<file path="src/rtl/gate_sweep_sequencer.sv">
// Self-test sequencer for a 2-input gate datapath (OR(a,~b), XOR, XNOR, AND).
// A start edge sweeps all four (a,b) vectors through the gate unit and compares
// each registered result against a fixed truth table, reporting on the user I/O.
module gate_sweep_sequencer #(
    parameter int unsigned SYNC_STAGES = 2,
    parameter int unsigned HOLD_CYCLES = 1
) (
    input  logic [7:0] io_in,
    output logic [7:0] io_out
);

    localparam int unsigned CntW = (HOLD_CYCLES > 1) ? $clog2(HOLD_CYCLES) : 1;

    typedef enum logic [1:0] {StIdle, StApply, StCheck, StDone} state_e;

    logic       clk;
    logic       rst;
    logic       start;
    logic       step_mode;
    logic       step;
    logic       fault_inj;
    logic [1:0] op;

    assign clk       = io_in[0];
    assign rst       = io_in[1];
    assign start     = io_in[2];
    assign step_mode = io_in[3];
    assign step      = io_in[4];
    assign fault_inj = io_in[5];
    assign op        = io_in[7:6];

    state_e                 state_q, state_d;
    logic [SYNC_STAGES-1:0] start_sync_q, step_sync_q;
    logic                   start_edge_q, step_edge_q;
    logic                   start_rise_q, step_rise_q;
    logic [1:0]             vec_q, vec_d;
    logic [1:0]             op_q, op_d;
    logic [CntW-1:0]        cnt_q, cnt_d;
    logic                   y_q, y_d;
    logic                   fail_q, fail_d;
    logic                   mismatch;
    logic                   gate_out;
    logic [3:0]             exp_row;
    logic                   advance;

    // Synchronize start/step and register a one-cycle rising-edge pulse for each.
    always_ff @(posedge clk or posedge rst) begin
        if (rst) begin
            start_sync_q <= '0;
            step_sync_q  <= '0;
            start_edge_q <= 1'b0;
            step_edge_q  <= 1'b0;
            start_rise_q <= 1'b0;
            step_rise_q  <= 1'b0;
        end else begin
            start_sync_q <= {start_sync_q[SYNC_STAGES-2:0], start};
            step_sync_q  <= {step_sync_q[SYNC_STAGES-2:0], step};
            start_edge_q <= start_sync_q[SYNC_STAGES-1];
            step_edge_q  <= step_sync_q[SYNC_STAGES-1];
            start_rise_q <= start_sync_q[SYNC_STAGES-1] & ~start_edge_q;
            step_rise_q  <= step_sync_q[SYNC_STAGES-1] & ~step_edge_q;
        end
    end

    // Gate unit and the reference truth table (bit i = vector i).
    always_comb begin
        gate_out = 1'b0;
        exp_row  = 4'b0000;
        unique case (op_q)
            2'b00: begin gate_out = vec_q[0] | ~vec_q[1];   exp_row = 4'b1011; end
            2'b01: begin gate_out = vec_q[0] ^ vec_q[1];    exp_row = 4'b0110; end
            2'b10: begin gate_out = ~(vec_q[0] ^ vec_q[1]); exp_row = 4'b1001; end
            2'b11: begin gate_out = vec_q[0] & vec_q[1];    exp_row = 4'b1000; end
            default: ;
        endcase
    end

    // Sequencer state register.
    always_ff @(posedge clk or posedge rst) begin
        if (rst) begin
            state_q <= StIdle;
            vec_q   <= '0;
            op_q    <= '0;
            cnt_q   <= '0;
            y_q     <= 1'b0;
            fail_q  <= 1'b0;
        end else begin
            state_q <= state_d;
            vec_q   <= vec_d;
            op_q    <= op_d;
            cnt_q   <= cnt_d;
            y_q     <= y_d;
            fail_q  <= fail_d;
        end
    end

    // Next-state logic: start accepted only when idle or done; step_mode is live in APPLY.
    always_comb begin
        state_d  = state_q;
        vec_d    = vec_q;
        op_d     = op_q;
        cnt_d    = cnt_q;
        y_d      = y_q;
        fail_d   = fail_q;
        mismatch = 1'b0;
        advance  = 1'b0;
        unique case (state_q)
            StIdle, StDone: begin
                if (start_rise_q) begin
                    state_d = StApply;
                    op_d    = op;
                    vec_d   = '0;
                    cnt_d   = '0;
                    fail_d  = 1'b0;
                end
            end
            StApply: begin
                advance = step_mode ? step_rise_q : (cnt_q == CntW'(HOLD_CYCLES - 1));
                if (advance) begin
                    state_d = StCheck;
                    y_d     = gate_out ^ fault_inj;
                end else if (!step_mode) begin
                    cnt_d = cnt_q + 1'b1;
                end
            end
            StCheck: begin
                mismatch = (y_q != exp_row[vec_q]);
                if (mismatch) begin
                    fail_d = 1'b1;
                end
                if (vec_q == 2'd3) begin
                    state_d = StDone;
                end else begin
                    state_d = StApply;
                    vec_d   = vec_q + 2'd1;
                    cnt_d   = '0;
                end
            end
            default: state_d = StIdle;
        endcase
    end

    // Status outputs are decoded from registered state so reset clears them at once.
    always_comb begin
        io_out[0] = vec_q[0];
        io_out[1] = vec_q[1];
        io_out[2] = y_q;
        io_out[3] = (state_q == StApply) || (state_q == StCheck);
        io_out[4] = (state_q == StDone);
        io_out[5] = (state_q == StDone) && !fail_q;
        io_out[6] = fail_q;
        io_out[7] = mismatch;
    end

endmodule

</file>
<file path="config.mk">
export PLATFORM = sky130hd
export DESIGN_NAME = gate_sweep_sequencer
export DESIGN_NICKNAME = d
export VERILOG_FILES = /design/src/rtl/gate_sweep_sequencer.sv
export SDC_FILE = /design/constraint.sdc
export NUM_CORES = 1
export LEC_CHECK = 0
export ABC_AREA = 1
export BUFFER_PORTS_ARGS = -buffer_cell sky130_fd_sc_hd__buf_2
export CORE_MARGIN = 10
export CORE_UTILIZATION = 34
export DETAILED_ROUTE_END_ITERATION = 16
export HOLD_SLACK_MARGIN = 0.02
export PLACE_DENSITY = 0.51
export SLEW_MARGIN = 20
export SYNTH_ARGS = -nofsm -noshare
export SYNTH_HDL_FRONTEND = slang
export SYNTH_SLANG_ARGS = --single-unit
</file>
<file path="constraint.sdc">
create_clock -name io_in -period 1.8 [get_ports io_in]
set_input_delay 0.27 -clock io_in [delete_from_list [all_inputs] [get_ports io_in]]
set_output_delay 0.27 -clock io_in [all_outputs]
set_load 0.05 [all_outputs]
</file>
==> results of run 1 <==
repair_timing:
item / in CTS
setup buffers: 2
gates resized for setup: 6
endpoints found under the setup margin: 4
pin swaps: 2
hold endpoints to repair: 0
logic make-up after synthesis:
group           after synthesis
simple gates                 42
buf+inv                      22
flops                        17
compound gates               13
fa+ha+maj                     6
layer usage:
layer	GRT usage, %	GRT overflow
met1	6.00	0
met2	10.8	0
met3	9270	65500
met4	22.6	0
met5	3.33	0
cell usage after synthesis, drive strengths merged:
master and count:
o21ai 9, ha 6, nand4 1, buf 3, dfrtp 17, o22ai 1, inv 19, or2 1
a21oi 2, nand2 25, nand3 4, nor3 1, a31oi 1, nor2 10
stage by stage:
step	std cells	utilization (%)
floorplan	100	-
CTS	177	47.9
global placement	135	37.6
detailed placement	135	37.6
==> flow_summary_export.csv, run 1 <==
group,metric,value,unit
global_routing,overflow,65500,
synth,ys_warn_count,0,
die,io-pin-count,16,
synth,syn_inst,100,
die,start_util,35.2,%
die,die_h,70.2,um
synth,syn_area_per_cell,8.57,um2
placement,place_ws,0.288,ns
sta,worstEndpointType,"primary output",
die,fp.dieW,70.2,um
synth,yosys_register_bits,17,
global_routing,grt_max_degree,10,
die,row_count,18,
global_routing,track_usage,1890,%
synth,synth_top_area_cell,"dfrtp_1",
status,error,"[ERROR GRT-0232] Routing congestion too high. Check the congestion heatmap in the GUI.",
synth,synthAdderAreaFrac,8.76,%
synth,synth-compound-area-share,8.32,%
placement,io_buffers,8,
sta,postGrtWorstEndpoint,"io_out[7]",
synth,netlist_area,857,um2
synth,synth.top_cell.area_share,49.6,%
synth,yosys-top-cells-area,"dfrtp_1 (50%), nand2_1 (9.6%), ha_1 (8.8%)",
status,status,"did not finish",
synth,ys_types,20,
placement,gp_congestion,0.773,
synth,synth.area.mux_share,0,%
synth,syn_nets,114,
placement,dp_hpwl,1280,um
synth,synth_top_family_by_area,"simple AND/OR/NAND/NOR gates",
clocking,holdBufCountCts,0,
placement,place_area,915,um2
status,failing_step,"global routing",
synth,yosysSeqAreaShare,49.6,%
synth,synth_xor_area_share,0,%
synth,yosys.area_share.simple,22.3,%
==> run 2, diff against run 1 <==
- CORE_UTILIZATION: 34 -> 20
- HOLD_SLACK_MARGIN: 0.02 -> default
- PLACE_DENSITY: 0.51 -> default
- PLACE_DENSITY_LB_ADDON: default -> 0.15
==> flow_summary_export.csv, run 2 <==
group,metric,value,unit
critical_path,path_max_fanout,4,
cells_and_area,drive_gt1_share,37.9,%
cells_and_area,utilization,33.8,%
detailed_routing,viasPerCell,4.17,
sta,fin_setup_tns,0,ns
synth,yosysSeqAreaShare,49.6,%
cells_and_area,n_antenna_cell,0,
sta,drv_slew,0,
clocking,clkTransAtPathRegs,0.07,ns
synth,synth.top_cell.area_share,49.6,%
status,violations,"negative hold slack",
sta,worst_slew_pin_slew,0.254,ns
die,design.core.area,4090,um2
cells_and_area,layout_commonest_cell,"inv_1",
pwr,p_leak,0.679,nW
synth,ys_top_cells_by_count,"nand2_1 (22), dfrtp_1 (17), inv_1 (14)",
global_routing,track_usage,8.59,%
pwr,p_int,1.56,mW
critical_path,cp-startpoint,"io_in[3]",
flow_run,drv_cap,0,
global_routing,overflow,0,
synth,ys_types,20,
synth,synth_top_area_cell,"dfrtp_1",
clocking,holdBufCountCts,0,
die,row_count,23,
placement,dp_hpwl,1370,um
cells_and_area,fin_nets,165,
die,fp.dieW,85.5,um
global_routing,antenna_found_initial,0,
detailed_routing,firstDrtPassIters,4,
critical_path,cp.arrival,1.90,ns
status,status,"finished, violations left",
min_path,hold_class,"clk2reg",
placement,gp_congestion,0.794,
synth,syn_nets,114,
cells_and_area,synthToLayoutAreaGrowth,61.2,%
die,io-pin-count,16,
pwr,power_density,1740,nW/um2
placement,place_ws,0.292,ns
die,start_util,21.0,%
detailed_routing,drc,0,
critical_path,timing.rr.start,"vec_q[1]",
global_routing,grt_pass1_wl,4060,um
pwr,netSwitchingPower,0.853,mW
sta,worst_slack,0.0807,ns
die,die_h,85.5,um
detailed_routing,drt_iter0_markers,58,
min_path,hp-start,"io_in[4]",
critical_path,critical_path_class,"clk2reg",
pwr,peakVddDrop,0.706,mV
synth,yosys-top-cells-area,"dfrtp_1 (50%), nand2_1 (9.6%), ha_1 (8.8%)",
synth,syn_inst,100,
sta,whs,-0.234,ns
clocking,insertion_delay,0.26,ns
synth,synthFlopType,"dfrtp_1",
critical_path,required,1.98,ns
detailed_routing,num_vias,846,
placement,io_buffers,8,
detailed_routing,antenna_left,0,
sta,finClkSkew,0.00205,ns
synth,yosys_register_bits,17,
synth,syn_area_per_cell,8.57,um2
die,die_area,7300,um2
global_routing,grt_max_degree,12,
synth,yosysMostFrequentCell,"nand2_1",
detailed_routing,wirelength,2340,um
pwr,switching_share,35.4,%
global_routing,grt_pass1_vias,1173,
critical_path,crit_path_end_kind,"flip-flop",
synth,synth_edf_count,0,
cells_and_area,regArea,427,um2
critical_path,start_kind,"clock port",
synth,ys_warn_count,0,
pwr,p_comb_share,0,%
sta,hold_violations,4,
clocking,cts_tree,"done",
synth,async_reset_ff_share,100,%
pwr,p_seq_share,16.5,%
sta,slew-limit-headroom,83.0,%
pwr,power_frac_clock,83.5,%
sta,rsz0062_at_grt,"no",
synth,netlist_area,857,um2
cells_and_area,multiInputGateArea,375,um2
cells_and_area,layout_common_cells,"inv_1 (30), nand2_1 (20), clkbuf_8 (18)",
detailed_routing,post_drt_wl_per_cell,11.5,um
sta,setup_viol,0,
cells_and_area,fillCellCount,450,
## run 2: cell counts after synthesis
Identical to the previous run, type by type.
## run 2: area by class of cell
type | count | share of cell area [%]
Timing Repair Buffer | 12 | 5.53
Clock inverter | 23 | 6.88
Multi-Input combinational cell | 61 | 27.2
Inverter | 16 | 4.35
Clock buffer | 24 | 20.7
Tap cell | 50 | 4.53
Sequential cell | 17 | 30.9
## run 2: cell families after synthesis
family	count (synthesis)	synth area share (%)
flip-flops	17	49.6
AO/OA/AOI/OAI	13	8.32
buffers and inverters	22	10.9
adder cells (fa/ha/maj)	6	8.76
AND/OR/NAND/NOR	42	22.3
## run 2: critical path, stage by stage
cell	delay, ns
clkbuf_8	0.11
clkbuf_8	0.12
inv_2	0.04
nand2_2	0.06
o21ai_4	0.07
clkbuf_8	0.14
clkbuf_8	0.11
inv_2	0.03
o21ai_4	0.16
nand2_1	0.07
o21ai_1	0.08
## run 2: routing by layer
metal	vias to the layer above	track usage, %	part of all wire (%)
met1	376	4.29	38
met3	16	14.1	14
met2	46	7.43	43
li1	408	-	-
met4	0	16.3	6.0
met5	-	0	0
## run 2: repair_timing
action	4_1_cts	5_1_grt
setup endpoints to repair	3	3
gates resized for setup	3	11
buffers inserted	4	4
pin swaps	2	2
cloned	0	0
## run 2: per-stage QoR
stage,cells,power [mW],area [um2]
global placement,155,0.710,940
global route,203,2.70,1380
finish,203,2.41,1380
detailed placement,155,0.710,940
floorplan,100,0.710,860
CTS,199,2.48,1320
## run 2: worst paths after layout
kind | end | slack [ns] | depth (start not counted)
setup / recovery | state_q[1] | 0.08 | 11
hold / removal | step_sync_q[0] | -0.23 | 0
setup reg to reg | y_q | 0.24 | 9
hold reg to reg | start_sync_q[1] | 0.36 | 0
max in group asynchronous | vec_q[1] | 1.05 | 3
min in group asynchronous | vec_q[1] | 0.65 | 3
## run 2: power groups by stage
| stage | Clock, mW | Combinational [mW] | Sequential (mW) |
|---|---|---|---|
| CTS | 2.08 | 0.000000133 | 0.397 |
| detailed placement | 0.302 | 0.000000133 | 0.408 |
| global route | 2.30 | 0.000000154 | 0.396 |
| global placement | 0.302 | 0.000000133 | 0.408 |
| finish | 2.01 | 0.000000154 | 0.397 |
| floorplan | 0.302 | 0.000000104 | 0.408 |
No activity file was read; power rests on OpenSTA's default activity.
==> run 3, diff against run 2 <==
- CORE_MARGIN: 10 -> 8
- PLACE_DENSITY: default -> 0.42
- PLACE_DENSITY_LB_ADDON: 0.15 -> default
==> flow_summary_export.csv, run 3 (same netlist as run 2, synthesis figures left out) <==
group,metric,value,unit
sta,worst_slack,0.100,ns
clocking,clkTransAtPathRegs,0.07,ns
critical_path,cpPeakStageDelay,0.14,ns
cells_and_area,layout.cells.non_filler,200,
pwr,power_density,1790,nW/um2
die,die_area,6640,um2
cells_and_area,n_antenna_cell,0,
die,row_count,24,
status,status,"finished, violations left",
status,violations,"negative hold slack",
pwr,peakVddDrop,0.667,mV
sta,hold_violations,4,
detailed_routing,antenna_left,0,
sta,slew-limit-headroom,80.8,%
cells_and_area,layout_commonest_cell,"inv_1",
sta,worst_slew_pin_slew,0.288,ns
critical_path,path_max_fanout,2,
clocking,insertion_delay,0.25,ns
cells_and_area,drive_gt1_share,33.8,%
sta,setup_viol,0,
detailed_routing,num_vias,830,
sta,drv_slew,0,
min_path,hold_class,"clk2reg",
detailed_routing,post_drt_wl_per_cell,12.6,um
cells_and_area,synthToLayoutAreaGrowth,54.6,%
global_routing,grt_max_degree,10,
detailed_routing,wirelength,2520,um
min_path,whs_path_depth,0,
global_routing,grt_pass1_wl,4870,um
critical_path,required,1.95,ns
detailed_routing,viasPerCell,4.15,
clocking,cts_tree,"done",
die,die_h,81.5,um
global_routing,track_usage,12.7,%
critical_path,critical_path_class,"clk2reg",
cells_and_area,layout_common_cells,"inv_1 (31), nand2_1 (21), clkbuf_8 (17)",
global_routing,grt_pass1_vias,1133,
global_routing,antenna_found_initial,0,
sta,min_period,1.70,ns
placement,place_inst,157,
critical_path,worst_path_most_repeated_cell,"clkbuf_8",
sta,whs,-0.232,ns
sta,fin_setup_tns,0,ns
sta,rsz0062_at_grt,"no",
clocking,holdBufCountCts,0,
critical_path,reg2reg_depth,8,
cells_and_area,fillCellCount,432,
pwr,p_leak,0.656,nW
global_routing,overflow,0,
critical_path,path_cells,"clkbuf_8 > clkbuf_8 > inv_2 > o21ai_4 > buf_4 > clkbuf_8 > clkbuf_8 > o21ai_0 > nand2_1",
flow_run,drv_cap,0,
critical_path,cp.arrival,1.85,ns
sta,clock.fmax,590,MHz
critical_path,rrSetupSlack,0.25,ns
placement,io_buffers,8,
placement,gp_congestion,0.805,
die,start_util,20.2,%
detailed_routing,drt_iter0_markers,116,
critical_path,start_kind,"clock port",
placement,dp_hpwl,1330,um
die,design.core.area,4230,um2
critical_path,crit_path_end_kind,"flip-flop",
detailed_routing,drc,0,
pwr,p_total,2.37,mW
sta,min_period_over_period,94.4,%
detailed_routing,firstDrtPassIters,4,
die,fp.dieW,81.5,um
cells_and_area,fin_nets,160,
sta,finClkSkew,0.000930,ns
critical_path,slowest_stage,"o21ai_0",
placement,place_ws,0.289,ns
die,io-pin-count,16,
run 3: worst paths after layout:
kind	to	start
setup / recovery	y_q	io_in[3]
hold / removal	start_sync_q[0]	io_in[2]
setup reg to reg	state_q[0]	state_q[0]
hold reg to reg	step_sync_q[1]	step_sync_q[0]
max in group asynchronous	cnt_q	io_in[1]
min in group asynchronous	step_rise_q	io_in[1]
run 3: critical path, delay by kind of cell:
kind	cells	cell delay, ns
simple gates	1	0.07
compound gates	2	0.20
buf+inv	6	0.66
run 3: layout make-up:
cell class                      instances  area [um2]  share of cell area [%]
Sequential cell                        17         427                    32.2
Timing Repair Buffer                    8        46.3                    3.49
Clock inverter                         22        85.1                    6.42
Multi-Input combinational cell         61         367                    27.7
Clock buffer                           24         275                    20.8
Tap cell                               52        65.1                    4.91
Inverter                               16        60.1                    4.53
run 3: power breakdown:
part	leakage (nW)	switching [mW]	internal, mW
clock network	0.287	0.866	1.11
logic	0.130	0	0
registers	0.239	0	0.397
run 3: what timing repair did:
item | 4_1_cts | 5_1_grt
resized for setup | 6 | 7
pin swaps | 2 | 1
buffers inserted | 4 | 0
setup endpoints to repair | 3 | 4
hold endpoints to repair | 0 | 0
run 3: layer usage:
metal	wire length [um]	global-route usage, %	vias up	part of all wire (%)
li1	-	-	398	-
met3	324	21.2	24	13
met1	919	6.74	367	36
met4	214	25.9	0	8.5
met2	1060	8.59	41	42
met5	0	6.15	-	0
run 3: per-stage QoR:
| stage | instance area [um2] | utilization [%] | hold WS, ns |
|---|---|---|---|
| after floorplan | 860 | - | 0.0314 |
| after global placement | 942 | 22.3 | 0.0314 |
| after detailed placement | 942 | 22.3 | 0.0314 |
| after CTS | 1310 | 30.9 | -0.235 |
| after global routing | 1330 | 31.3 | -0.255 |
| final | 1330 | 31.3 | -0.232 |
==> run 4, diff against run 3 <==
- GPL_TIMING_DRIVEN: default -> 0
- clock period: 1.8 -> 1.9 ns (I/O delays scaled with it)
==> flow_summary_export.csv, run 4 (same netlist as run 2, synthesis figures left out) <==
group,metric,value,unit
status,status,"finished, violations left",
status,violations,"negative hold slack",
sta,drv_slew,0,
pwr,power_density,1660,nW/um2
critical_path,slowest_stage,"o21ai_4",
sta,rsz0062_at_grt,"no",
min_path,hp-start,"io_in[2]",
critical_path,critical_path_class,"clk2reg",
flow_run,drv_cap,0,
sta,setup_viol,0,
placement,place_area,962,um2
critical_path,path_cells,"clkbuf_8 > clkbuf_8 > inv_2 > nand2_2 > o21ai_4 > buf_8 > clkbuf_8 > inv_2 > o21ai_4 > nand2_1 > o21ai_1",
cells_and_area,n_antenna_cell,0,
cells_and_area,fin_nets,163,
sta,slew-limit-headroom,81.7,%
detailed_routing,num_vias,850,
global_routing,grt_max_degree,12,
die,fp.dieW,81.5,um
pwr,p_seq_share,16.7,%
critical_path,required,2.07,ns
critical_path,reg2reg_to,"y_q",
placement,dp_hpwl,1350,um
detailed_routing,drc,0,
sta,hold_violations,4,
critical_path,timing.rr.start,"vec_q[0]",
pwr,peakVddDrop,0.616,mV
clocking,clkTransAtPathRegs,0.07,ns
pwr,netSwitchingPower,0.801,mW
pwr,power_frac_clock,83.3,%
clocking,cts_tree,"done",
sta,finClkSkew,0.00518,ns
detailed_routing,viasPerCell,4.19,
pwr,p_total,2.25,mW
placement,gp_congestion,0.779,
cells_and_area,drive_gt1_share,35.1,%
pwr,p_leak,0.665,nW
global_routing,track_usage,10.4,%
cells_and_area,synthToLayoutAreaGrowth,58.4,%
die,die_area,6640,um2
pwr,p_comb_share,0,%
critical_path,cpPeakStageDelay,0.16,ns
cells_and_area,layout_commonest_cell,"inv_1",
clocking,insertion_delay,0.25,ns
critical_path,cp.arrival,2.00,ns
global_routing,grt_pass1_vias,1095,
die,row_count,24,
critical_path,worst_path_most_repeated_cell,"clkbuf_8",
sta,fin_setup_tns,0,ns
critical_path,start_kind,"clock port",
cells_and_area,fin_area,1360,um2
sta,worst_slew_pin_slew,0.272,ns
detailed_routing,post_drt_wl_per_cell,11.9,um
detailed_routing,firstDrtPassIters,4,
cells_and_area,layout_common_cells,"inv_1 (30), nand2_1 (21), clkbuf_8 (17)",
pwr,p_int,1.45,mW
detailed_routing,antenna_left,0,
placement,place_ws,0.285,ns
min_path,hold_class,"clk2reg",
pwr,switching_share,35.6,%
placement,io_buffers,8,
detailed_routing,drt_iter0_markers,105,
cells_and_area,fillCellCount,448,
clocking,holdBufCountCts,0,
sta,whs,-0.228,ns
min_path,whs_path_depth,0,
global_routing,grt_pass1_wl,4170,um
critical_path,rrSetupSlack,0.32,ns
die,io-pin-count,16,
die,die_h,81.5,um
die,start_util,20.2,%
critical_path,reg2reg_depth,9,
critical_path,path_max_fanout,4,
global_routing,antenna_found_initial,0,
critical_path,crit_path_end_kind,"flip-flop",
die,design.core.area,4230,um2
min_path,hold-path-endpoint,"start_sync_q[0]",
cells_and_area,utilization,32.1,%
sta,worst_slack,0.0755,ns
global_routing,overflow,0,
detailed_routing,wirelength,2420,um
==> run 4: power by group through the flow <==
stage	sequential [mW]	combinational (mW)	clock [mW]
2_1_floorplan	0.386	0.000000103	0.286
5_1_grt	0.376	0.000000145	2.16
3_3_place_gp	0.386	0.000000148	0.286
4_1_cts	0.376	0.000000148	1.94
3_5_place_dp	0.386	0.000000148	0.286
6_report	0.376	0.000000145	1.88
==> run 4: per-stage QoR <==
| stage | cells | hold slack, ns |
|---|---|---|
| 2_1_floorplan | 100 | 0.0314 |
| 3_3_place_gp | 160 | 0.0314 |
| 3_5_place_dp | 160 | 0.0314 |
| 4_1_cts | 203 | -0.233 |
| 5_1_grt | 203 | -0.256 |
| 6_report | 203 | -0.228 |
==> run 4: routing by layer <==
metal,vias up,track usage (%),wire [um]
met4,0,19.8,123
met5,-,0,0
met3,16,18.5,341
met2,51,7.40,1030
met1,377,5.51,922
li1,406,-,-
==> run 4: worst max path at each step <==
stage	start	endpoint	slack (ns)	cells past startpoint
floorplan	state_q[0]	io_out[5]	0.002	3
global placement	vec_q[1]	io_out[7]	0.29	9
detailed placement	state_q[0]	io_out[7]	0.28	6
CTS	state_q[0]	io_out[7]	0.001	6
global route	op_q[1]	io_out[7]	0.0004	9
finish	io_in[3]	state_q[1]	0.08	11
==> run 4: what timing repair did <==
action / CTS / global route
setup buffers: 3 / 0
gates cloned: 0 / 0
gates resized for setup: 6 / 7
pin swaps: 2 / 2
endpoints found under the setup margin: 3 / 3
==> run 4: worst max-delay path, delay by kind of cell <==
| family | cells | cell delay (ns) |
|---|---|---|
| buffers and inverters | 6 | 0.57 |
| AND/OR/NAND/NOR | 2 | 0.15 |
| AO/OA/AOI/OAI | 3 | 0.32 |
==> run 4: layout make-up <==
cell class	count	area, um2	share of cell area [%]
Sequential cell	17	427	31.4
Multi-Input combinational cell	61	367	27.0
Clock buffer	24	283	20.8
Clock inverter	22	87.6	6.45
Tap cell	52	65.1	4.79
Inverter	16	60.1	4.42
Timing Repair Buffer	8	46.3	3.41
Buffer	3	22.5	1.66
